<file path="config.mk">
export PLATFORM = sky130hd
export DESIGN_NAME = spi_arb
export DESIGN_NICKNAME = d
export VERILOG_FILES = /design/src/rtl/segway_pkg.sv /design/src/rtl/spi_arb_tmo.sv /design/src/rtl/spi_arb.sv
export SDC_FILE = /design/constraint.sdc
export NUM_CORES = 1
export LEC_CHECK = 0
export CORE_MARGIN = 4
export CORE_UTILIZATION = 39
export DETAILED_ROUTE_END_ITERATION = 8
export PLACE_DENSITY = 0.8
export SLEW_MARGIN = 20
export SYNTH_ARGS = -nofsm -noshare
export SYNTH_HDL_FRONTEND = slang
export SYNTH_SLANG_ARGS = --single-unit
</file>
<file path="constraint.sdc">
create_clock -name clk -period 1.3 [get_ports clk]
set_input_delay 0.195 -clock clk [delete_from_list [all_inputs] [get_ports clk]]
set_output_delay 0.195 -clock clk [all_outputs]
set_load 0.005 [all_outputs]
</file>
<file path="src/rtl/segway_pkg.sv">
// rtl/segway_pkg.sv - shared types and constants for the SPI arbiter
//
// Purpose: FSM state encoding, requester identifiers and the abort response
// word used by spi_arb and its testbench.
// Ports: none (package).
package segway_pkg;

  typedef enum logic [1:0] {
    ST_IDLE = 2'd0,
    ST_XFER = 2'd1,
    ST_RESP = 2'd2
  } arb_state_e;

  typedef enum logic {
    REQ_INERT = 1'b0,
    REQ_A2D   = 1'b1
  } req_id_e;

  // Response returned to a requester whose transaction was aborted.
  localparam logic [15:0] RSP_ABORT = 16'hFFFF;

endpackage

</file>
<file path="src/rtl/spi_arb_tmo.sv">
// rtl/spi_arb_tmo.sv - transfer timeout counter for spi_arb
//
// Purpose: counts cycles spent waiting for the SPI monarch; flags expiry when
// the count reaches TMO_CYC-1. Only instantiated when SPI_ARB_TIMEOUT_EN is set.
// Ports:
//   clk     in  system clock
//   rst_n   in  synchronous active-low reset
//   clr     in  restart count from zero (has priority over en)
//   en      in  advance count by one
//   expired out count has reached TMO_CYC-1
module spi_arb_tmo #(
  parameter int TMO_CYC = 4096
) (
  input  logic clk,
  input  logic rst_n,
  input  logic clr,
  input  logic en,
  output logic expired
);

  logic [15:0] r_cnt;

  always_ff @(posedge clk) begin
    if (!rst_n) begin
      r_cnt <= 16'd0;
    end else if (clr) begin
      r_cnt <= 16'd0;
    end else if (en) begin
      r_cnt <= r_cnt + 16'd1;
    end
  end

  assign expired = (r_cnt == 16'(TMO_CYC - 1));

endmodule

</file>
<file path="src/rtl/spi_arb.sv">
// rtl/spi_arb.sv - round-robin arbiter sharing one SPI monarch between two requesters
//
// Purpose: grants the inertial or A2D requester one SPI transaction at a time,
// forwards its command, and returns the read data with a one-cycle done pulse.
// Optional transfer timeout is built when macro SPI_ARB_TIMEOUT_EN is defined.
// Ports:
//   clk, rst_n              clock, synchronous active-low reset
//   req_inert, cmd_inert    inertial request (held until done_inert) and command
//   req_a2d, cmd_a2d        A2D request (held until done_a2d) and command
//   wrt, cmd                start strobe and registered command to SPI monarch
//   done, rd_data           SPI monarch completion pulse and read data
//   rspns                   registered response to the granted requester
//   done_inert, done_a2d    one-cycle completion pulses per requester
//   busy                    arbiter not in IDLE
//   tmo_err                 sticky timeout abort flag (0 without timeout build)
module spi_arb
  import segway_pkg::*;
#(
  parameter int TMO_CYC = 4096
) (
  input  logic        clk,
  input  logic        rst_n,
  input  logic        req_inert,
  input  logic [15:0] cmd_inert,
  input  logic        req_a2d,
  input  logic [15:0] cmd_a2d,
  output logic        wrt,
  output logic [15:0] cmd,
  input  logic        done,
  input  logic [15:0] rd_data,
  output logic [15:0] rspns,
  output logic        done_inert,
  output logic        done_a2d,
  output logic        busy,
  output logic        tmo_err
);

  arb_state_e  r_state;
  req_id_e     r_last;
  req_id_e     r_gnt;
  logic        r_wrt;
  logic [15:0] r_cmd;
  logic [15:0] r_rspns;
  logic        r_done_inert;
  logic        r_done_a2d;

  logic        w_any_req;
  logic        w_grant;
  req_id_e     w_pick;
  logic        w_tmo_hit;

  assign w_any_req = req_inert | req_a2d;
  assign w_grant   = (r_state == ST_IDLE) & w_any_req;
  // A2D wins when alone, or on a tie when inertial had the previous grant.
  assign w_pick    = (req_a2d & (~req_inert | (r_last == REQ_INERT))) ? REQ_A2D : REQ_INERT;

`ifdef SPI_ARB_TIMEOUT_EN
  logic w_expired;
  logic r_tmo_err;

  spi_arb_tmo #(.TMO_CYC(TMO_CYC)) u_tmo (
    .clk     (clk),
    .rst_n   (rst_n),
    .clr     (w_grant),
    .en      (r_state == ST_XFER),
    .expired (w_expired)
  );

  // A done arriving on the expiry cycle takes precedence over the abort.
  assign w_tmo_hit = w_expired & ~done;
  assign tmo_err   = r_tmo_err;
`else
  // TMO_CYC and RSP_ABORT only matter in the timeout build.
  logic w_tmo_unused;
  assign w_tmo_unused = ^{16'(TMO_CYC), RSP_ABORT};
  assign w_tmo_hit    = 1'b0;
  assign tmo_err      = 1'b0;
`endif

  always_ff @(posedge clk) begin
    if (!rst_n) begin
      r_state      <= ST_IDLE;
      r_last       <= REQ_A2D;
      r_gnt        <= REQ_INERT;
      r_wrt        <= 1'b0;
      r_cmd        <= 16'h0000;
      r_rspns      <= 16'h0000;
      r_done_inert <= 1'b0;
      r_done_a2d   <= 1'b0;
`ifdef SPI_ARB_TIMEOUT_EN
      r_tmo_err    <= 1'b0;
`endif
    end else begin
      r_wrt        <= 1'b0;
      r_done_inert <= 1'b0;
      r_done_a2d   <= 1'b0;
      case (r_state)
        ST_IDLE: begin
          if (w_any_req) begin
            r_gnt   <= w_pick;
            r_last  <= w_pick;
            r_cmd   <= (w_pick == REQ_A2D) ? cmd_a2d : cmd_inert;
            r_wrt   <= 1'b1;
            r_state <= ST_XFER;
          end
        end
        ST_XFER: begin
          if (done) begin
            r_rspns      <= rd_data;
            r_done_inert <= (r_gnt == REQ_INERT);
            r_done_a2d   <= (r_gnt == REQ_A2D);
            r_state      <= ST_RESP;
          end else if (w_tmo_hit) begin
`ifdef SPI_ARB_TIMEOUT_EN
            r_rspns      <= RSP_ABORT;
            r_tmo_err    <= 1'b1;
`endif
            r_done_inert <= (r_gnt == REQ_INERT);
            r_done_a2d   <= (r_gnt == REQ_A2D);
            r_state      <= ST_RESP;
          end
        end
        ST_RESP: begin
          r_state <= ST_IDLE;
        end
        default: begin
          r_state <= ST_IDLE;
        end
      endcase
    end
  end

  assign wrt        = r_wrt;
  assign cmd        = r_cmd;
  assign rspns      = r_rspns;
  assign done_inert = r_done_inert;
  assign done_a2d   = r_done_a2d;
  assign busy       = (r_state != ST_IDLE);

endmodule

</file>
==> results of run 1 <==
==> worst min-delay path by stage <==
stage	start	endpoint	slack (ns)	depth (start not counted)
after detailed placement	r_gnt	done_inert	0.45	1
after global routing	rd_data[13]	rspns[13]	0.45	3
after global placement	r_gnt	done_inert	0.44	1
final	rd_data[11]	rspns[11]	0.45	3
after floorplan	rst_n	r_last	0.27	1
after CTS	rd_data[5]	rspns[5]	0.44	3
==> cells in the mapped netlist <==
cell,number
clkinv_1,1
nor3_1,2
a21boi_4,1
a21bo_4,1
clkbuf_8,1
buf_8,1
buf_4,3
o21ai_0,2
conb_1,1
a311oi_2,9
and3b_2,1
a21oi_1,32
nor2_4,2
dfxtp_1,39
nand3_1,2
a21oi_2,1
nor2_1,2
o21a_1,1
buf_6,3
nand3b_2,1
buf_12,1
a311oi_1,7
or2_1,1
clkbuf_1,2
nand2_1,64
nor3b_1,1
inv_4,1
buf_2,2
and3_1,1
==> sequential cells by signal (all words and copies together) (netlist names) <==
signal,flops
rspns,16
wrt,1
done_inert,1
done_a2d,1
r_gnt,1
r_state,2
r_last,1
cmd,16
==> cell type report <==
type / instances / area, um2
Inverter: 2 / 10.0
Fill cell: 355 / 1290
Timing Repair Buffer: 104 / 1010
Clock buffer: 6 / 82.6
Tap cell: 50 / 62.6
Sequential cell: 39 / 792
Clock inverter: 2 / 35.0
Multi-Input combinational cell: 132 / 772
==> worst max-delay path: cells and delay by family (launching register included) <==
| family | cells | cell delay, ns |
|---|---|---|
| buffers and inverters | 2 | 0.26 |
| DFF | 1 | 0.34 |
| and+or+nand+nor | 1 | 0.13 |
==> metrics by stage <==
step                hold WS (ns)  setup TNS, ns
finish                     0.451              0
global route               0.453              0
CTS                        0.437              0
detailed placement         0.447          -6.25
global placement           0.437          -5.14
floorplan                  0.267              0
==> cells in the final DEF (no fill, tap or decap), types with 2 or more instances in the layout <==
cell type and n:
nor2_4 2, a311oi_1 4, dlymetal6s2s_1 2, nor2_1 2, a311oi_2 12, dfxtp_2 9, dlygate4sd2_1 35, buf_4 12
dfxtp_1 30, nand3_1 2, nor3_1 2, nand2_1 64, clkdlybuf4s50_1 50, clkbuf_8 6, o21ai_0 2, a21oi_1 32
buf_12 4
==> what timing repair did <==
item                                    in CTS  in global routing
pin swaps                                    1                  1
setup buffers                                2                  0
resized for setup                           45                  6
endpoints found under the setup margin      51                 17
hold buffers                                 0                  0
gates cloned                                 0                  0
==> kinds of logic after synthesis <==
family | synth area share (%)
simple gates | 19.9
other cells | 0.225
buf+inv | 7.96
compound gates | 25.1
flops | 46.8
==> layer usage <==
layer  vias to the layer above  GRT usage, %  part of all wire (%)
li1                        833             -                     -
met1                       698          17.5                    40
met2                        59          28.5                    50
met3                         4          6.98                   9.1
met4                         0          6.24                   1.1
met5                         -             0                     0
==> power groups by stage <==
stage	Clock [mW]	Sequential [mW]	Combinational, mW
after floorplan	0	1.38	0.332
after global placement	0	1.37	0.737
after detailed placement	0	1.37	0.746
after CTS	1.06	1.35	0.708
after global routing	1.10	1.36	0.783
final	1.03	1.35	0.712
==> run summary, run 1 <==
synthesized cell area = 1670 um2
status = finished, final reports clean
share of power burned in combinational logic = 23.1%
area share of the largest cell type after synthesis = 46.8%
DPL Wire Length = 3250 um
Remaining Overflow, GRT = 0
CORE AREA = 4060 um2
Port Buffers = 88
RePlAce Congestion = 0.751
CTS tree = done
register area share after synthesis = 46.8%
Max Clk Rate = 0.827 GHz
Final ANT Viol Nets = 0
die area = 5380 um2
wire per inst = 12.9 um
drt via density = 4.76
crit-path cells = nor2_4 > inv_4 > clkdlybuf4s15_1
CTS clk-pin slew, worst paths = 0.08 ns
Layout area overhead = 66.0%
Net Count, Synth = 239
Hold Fails Final Rpt = 0
#FFs+latches synth = 39
worst reg2reg path depth = 4
drt pass-1 iters = 4
sequential share of power = 43.6%
Sw Share = 24.6%
DRC viols = 0
initial antenna violation count = 0
Critical Path End = busy
Slowest cell on crit path = dfxtp_2
Tightest Hold Check Type = input pin to register
leakage = 1.20 nW
min Tclk post-route = 1.21 ns
clock power share = 33.3%
r2r setup slk = 0.14 ns
Rows = 23
CP peak stage delay = 0.34 ns
Final WS setup = 0.0903 ns
Yosys top cell by area = dfxtp_1
Startpoint Class = register
Synth warnings = 0
fin crit share = 93.1%
final wirelength = 4340 um
Max Cap Viol = 0
Placed Instances = 325
placed cell area = 2630 um2
pre-CTS setup slack = -0.350 ns
Setup-failing EPs final = 0
Die Y = 73.4 um
worst skew pair latency = 0.29 ns
Starting Density = 41.1%
detailed-route via count = 1,594
CTS Buffer Depth = 2
Clk Tree Root Cell = clkbuf_8
R2R Path End = cmd[3]
RR Startpoint = r_state[0]
GRT Util Overall = 16.4%
top post-synthesis cells by area = dfxtp_1 47%, nand2_1 14%, a21oi_1 9.6%
Pint = 2.33 mW
Mapped Cells = 186
initial drt markers = 41
Peak VDD IR = 601 uV
Max Transition Viols Final = 0
non-filler instance count after layout = 335
RSZ-0062 raised after global routing = no
Finished Cell Area = 2770 um2
CTS Buf Count = 5
number of global-route vias before repair = 1,547
CP Max Fanout = 5
Util after Layout = 68.2%
post-synth cell types = 29
nets = 337
CP endpoint kind = output pin
layout cells sized above 1 = 18.6%
total power divided by cell area = 1120 nW/um2
Layout Skew = 0.00546 ns
Critical Path RT = 1.11 ns
io pins = 90
P_sw = 0.761 mW
Setup crit start = r_state[0]
Power Total = 3.09 mW
largest net degree at the start of global routing = 18
H-tree Lvls = 2
Avg Cell Area, Syn = 8.96 um2
clock sink count = 39
Antenna Cells = 0
Setup CP Type = register to output pin
first-pass GRT wire length = 6840 um
Die Width = 73.4 um
Critical Path AT = 1.01 ns
Note: power is estimated with default switching activity, not from simulation.
==> run 2, diff against run 1 <==
--- a/config.mk
+++ b/config.mk
@@ -6,9 +6,9 @@
 export NUM_CORES = 1
 export LEC_CHECK = 0
 export CORE_MARGIN = 4
-export CORE_UTILIZATION = 39
+export CORE_UTILIZATION = 35
 export DETAILED_ROUTE_END_ITERATION = 8
-export PLACE_DENSITY = 0.8
+export PLACE_DENSITY = 0.76
 export SLEW_MARGIN = 20
 export SYNTH_ARGS = -nofsm -noshare
 export SYNTH_HDL_FRONTEND = slang
==> constraint.sdc (replaced) <==
create_clock -name clk -period 1.1 [get_ports clk]
set_input_delay 0.165 -clock clk [delete_from_list [all_inputs] [get_ports clk]]
set_output_delay 0.165 -clock clk [all_outputs]
set_load 0.005 [all_outputs]
==> run 2 against run 1 <==
Sequential share of layout area is 1.4 points lower; critical path type is now register to register; routed wire length is 15% higher; flip-flop and latch count stayed put; first-iteration DRC count is 4.9% higher; the flow now finishes with violations (negative setup slack); sequential power is 19% higher; via count is 7.0% higher; cell area is 6.1% higher; combinational power is 38% higher; critical endpoint is now rspns[14]; setup slack worse by 0.16 ns; clock power is 16% lower; hold slack worse by 0.010 ns.
==> run summary, run 2 (synthesis results as in run 1) <==
commonest cells after routing, fill and taps aside = 52 x nand2_1, 50 x clkdlybuf4s50_1, 37 x dlygate4sd2_1 (was 64 x nand2_1, 50 x clkdlybuf4s50_1, 35 x dlygate4sd2_1)
Remaining Overflow, GRT = 0 (unchanged)
CTS Buffer Depth = 2 (unchanged)
fin crit share = 106%
FILL cells = 397 (was 355)
layout cells sized above 1 = 26.0% (was 18.6%)
drt via density = 5.02 (was 4.76)
Final ANT Viol Nets = 0 (unchanged)
CP Max Fanout = 3 (was 5)
clock sink count = 39 (unchanged)
Placed Instances = 328 (was 325)
Critical Path RT = 1.26 ns (was 1.11 ns)
RePlAce Congestion = 0.711 (was 0.751)
drt pass-1 iters = 4 (unchanged)
share of power burned in combinational logic = 28.6% (was 23.1%)
Layout Skew = 0.00652 ns (was 0.00546 ns)
Die Y = 77.0 um (was 73.4 um)
Slowest cell on crit path = dfxtp_4 (was dfxtp_2)
Hold WS = 0.440 ns (was 0.451 ns)
H-tree Lvls = 2 (unchanged)
Finished Cell Area = 2930 um2 (was 2770 um2)
Max Cap Viol = 0 (unchanged)
nets = 342 (was 337)
placed cell area = 2660 um2 (was 2630 um2)
largest net degree at the start of global routing = 24 (was 18)
Sw Share = 26.8% (was 24.6%)
Tightest Hold Check Type = input pin to register (unchanged)
sequential share of power = 46.4% (was 43.6%)
Rows = 24 (was 23)
Pint = 2.52 mW (was 2.33 mW)
DRC viols = 0 (unchanged)
io pins = 90 (unchanged)
CP endpoint kind = register (was output pin)
most common cell after layout, fill and taps aside = nand2_1 (unchanged)
most frequent cell on the critical path = buf_6
initial antenna violation count = 0 (unchanged)
detailed-route via count = 1,706 (was 1,594)
initial drt markers = 43 (was 41)
CP peak stage delay = 0.36 ns (was 0.34 ns)
failing checks = negative setup slack
Peak VDD IR = 644 uV (was 601 uV)
status = complete, but fails checks (was finished, final reports clean)
pre-CTS setup slack = -0.545 ns (was -0.350 ns)
CTS Buf Count = 5 (unchanged)
non-filler instance count after layout = 340 (was 335)
GRT Util Overall = 16.1% (was 16.4%)
CTS clk-pin slew, worst paths = 0.07 ns (was 0.08 ns)
hold_buf cts = 0 (unchanged)
Port Buffers = 88 (unchanged)
Layout area overhead = 76.1% (was 66.0%)
worst skew pair latency = 0.28 ns (was 0.29 ns)
Max Transition Viols Final = 0 (unchanged)
CORE AREA = 4470 um2 (was 4060 um2)
min-delay src = rd_data[13] (was rd_data[11])
Setup-failing EPs final = 29 (was 0)
Final WS setup = -0.0687 ns (was 0.0903 ns)
Starting Density = 37.2% (was 41.1%)
die area = 5930 um2 (was 5380 um2)
Setup crit start = r_state[0] (unchanged)
final wirelength = 4990 um (was 4340 um)
number of global-route vias before repair = 1,650 (was 1,547)
Startpoint Class = register (unchanged)
Clk Tree Root Cell = clkbuf_8 (unchanged)
clock power share = 25.0% (was 33.3%)
P_sw = 0.921 mW (was 0.761 mW)
wire per inst = 14.7 um (was 12.9 um)
Power Total = 3.44 mW (was 3.09 mW)
Critical Path AT = 1.33 ns (was 1.01 ns)
min Tclk post-route = 1.17 ns
Max Clk Rate = 0.856 GHz
DPL Wire Length = 3200 um (was 3250 um)
Antenna Cells = 0 (unchanged)
first-pass GRT wire length = 7700 um (was 6840 um)
RR Startpoint = r_state[0] (unchanged)
crit-path cells = buf_6 > and3b_2 > buf_6 > buf_6 > nand2_2 > a21oi_2 (was nor2_4 > inv_4 > clkdlybuf4s15_1)
Setup CP Type = register to register (was register to output pin)
Die Width = 77.0 um (was 73.4 um)
RSZ-0062 raised after global routing = yes (was no)
leakage = 1.26 nW (was 1.20 nW)
total power divided by cell area = 1170 nW/um2 (was 1120 nW/um2)
Hold Fails Final Rpt = 0 (unchanged)
CTS tree = done (unchanged)
[run 2: changes by cell type in the layout (fill, tap and decap cells not counted), moves of 3 or more]
| cell | previous run | this run |
|---|---|---|
| dfxtp_4 | 0 | 3 |
| dfxtp_2 | 9 | 5 |
| nand2_2 | 0 | 10 |
| buf_12 | 4 | 7 |
| a21oi_2 | 1 | 6 |
| buf_4 | 12 | 8 |
| a21oi_1 | 32 | 27 |
| nand2_1 | 64 | 52 |
| buf_6 | 0 | 3 |
[run 2: final timing paths]
check                           cells past startpoint          to  slack [ns]
worst max register to register                      6   rspns[14]       -0.07
worst min register to register                      1  done_inert        0.45
worst max-delay path                                6   rspns[14]       -0.07
worst min-delay path                                3   rspns[13]        0.44
[run 2: layout make-up]
type	instances	area (um2)	share of cell area [%]
repair buffers	108	1120	38.0
multi-input cells	133	872	29.7
clock buffers	6	72.6	2.47
inverters	2	10.0	0.341
flip-flops and latches	39	798	27.2
well taps	52	65.1	2.22
[run 2: power by group through the flow]
stage,clock [mW],combinational (mW),sequential (mW)
global route,0.948,1.06,1.61
detailed placement,0,0.897,1.62
floorplan,0,0.392,1.63
finish,0.861,0.984,1.60
global placement,0,0.887,1.62
CTS,0.891,0.911,1.60
[run 2: repair_timing]
| item | in CTS | in global routing |
|---|---|---|
| gates resized for setup | 51 | 34 |
| cloned | 3 | 1 |
| setup endpoints to repair | 70 | 36 |
| pin swaps | 2 | 12 |
| buffers inserted | 3 | 0 |
[run 2: worst max-delay path: cells and delay by family, from the launching register on]
family,cells,cell delay [ns]
buf+inv,3,0.36
flops,1,0.36
simple gates,2,0.30
compound gates,1,0.04
[run 2: metrics by stage]
| step | setup TNS (ns) | util, % |
|---|---|---|
| after floorplan | -0.284 | - |
| after global placement | -12.26 | 59.3 |
| after detailed placement | -13.08 | 59.3 |
| after CTS | -1.20 | 63.1 |
| after global routing | -1.92 | 65.6 |
| final | -0.627 | 65.6 |
[run 2: per-layer routing]
layer | up-vias | track usage, % | part of all wire [%] | wire (um)
li1 | 846 | - | - | -
met3 | 9 | 6.44 | 8.7 | 432
met2 | 74 | 28.2 | 51 | 2530
met5 | - | 0 | 0 | 0
met4 | 0 | 6.41 | 1.6 | 78
met1 | 777 | 17.2 | 39 | 1950
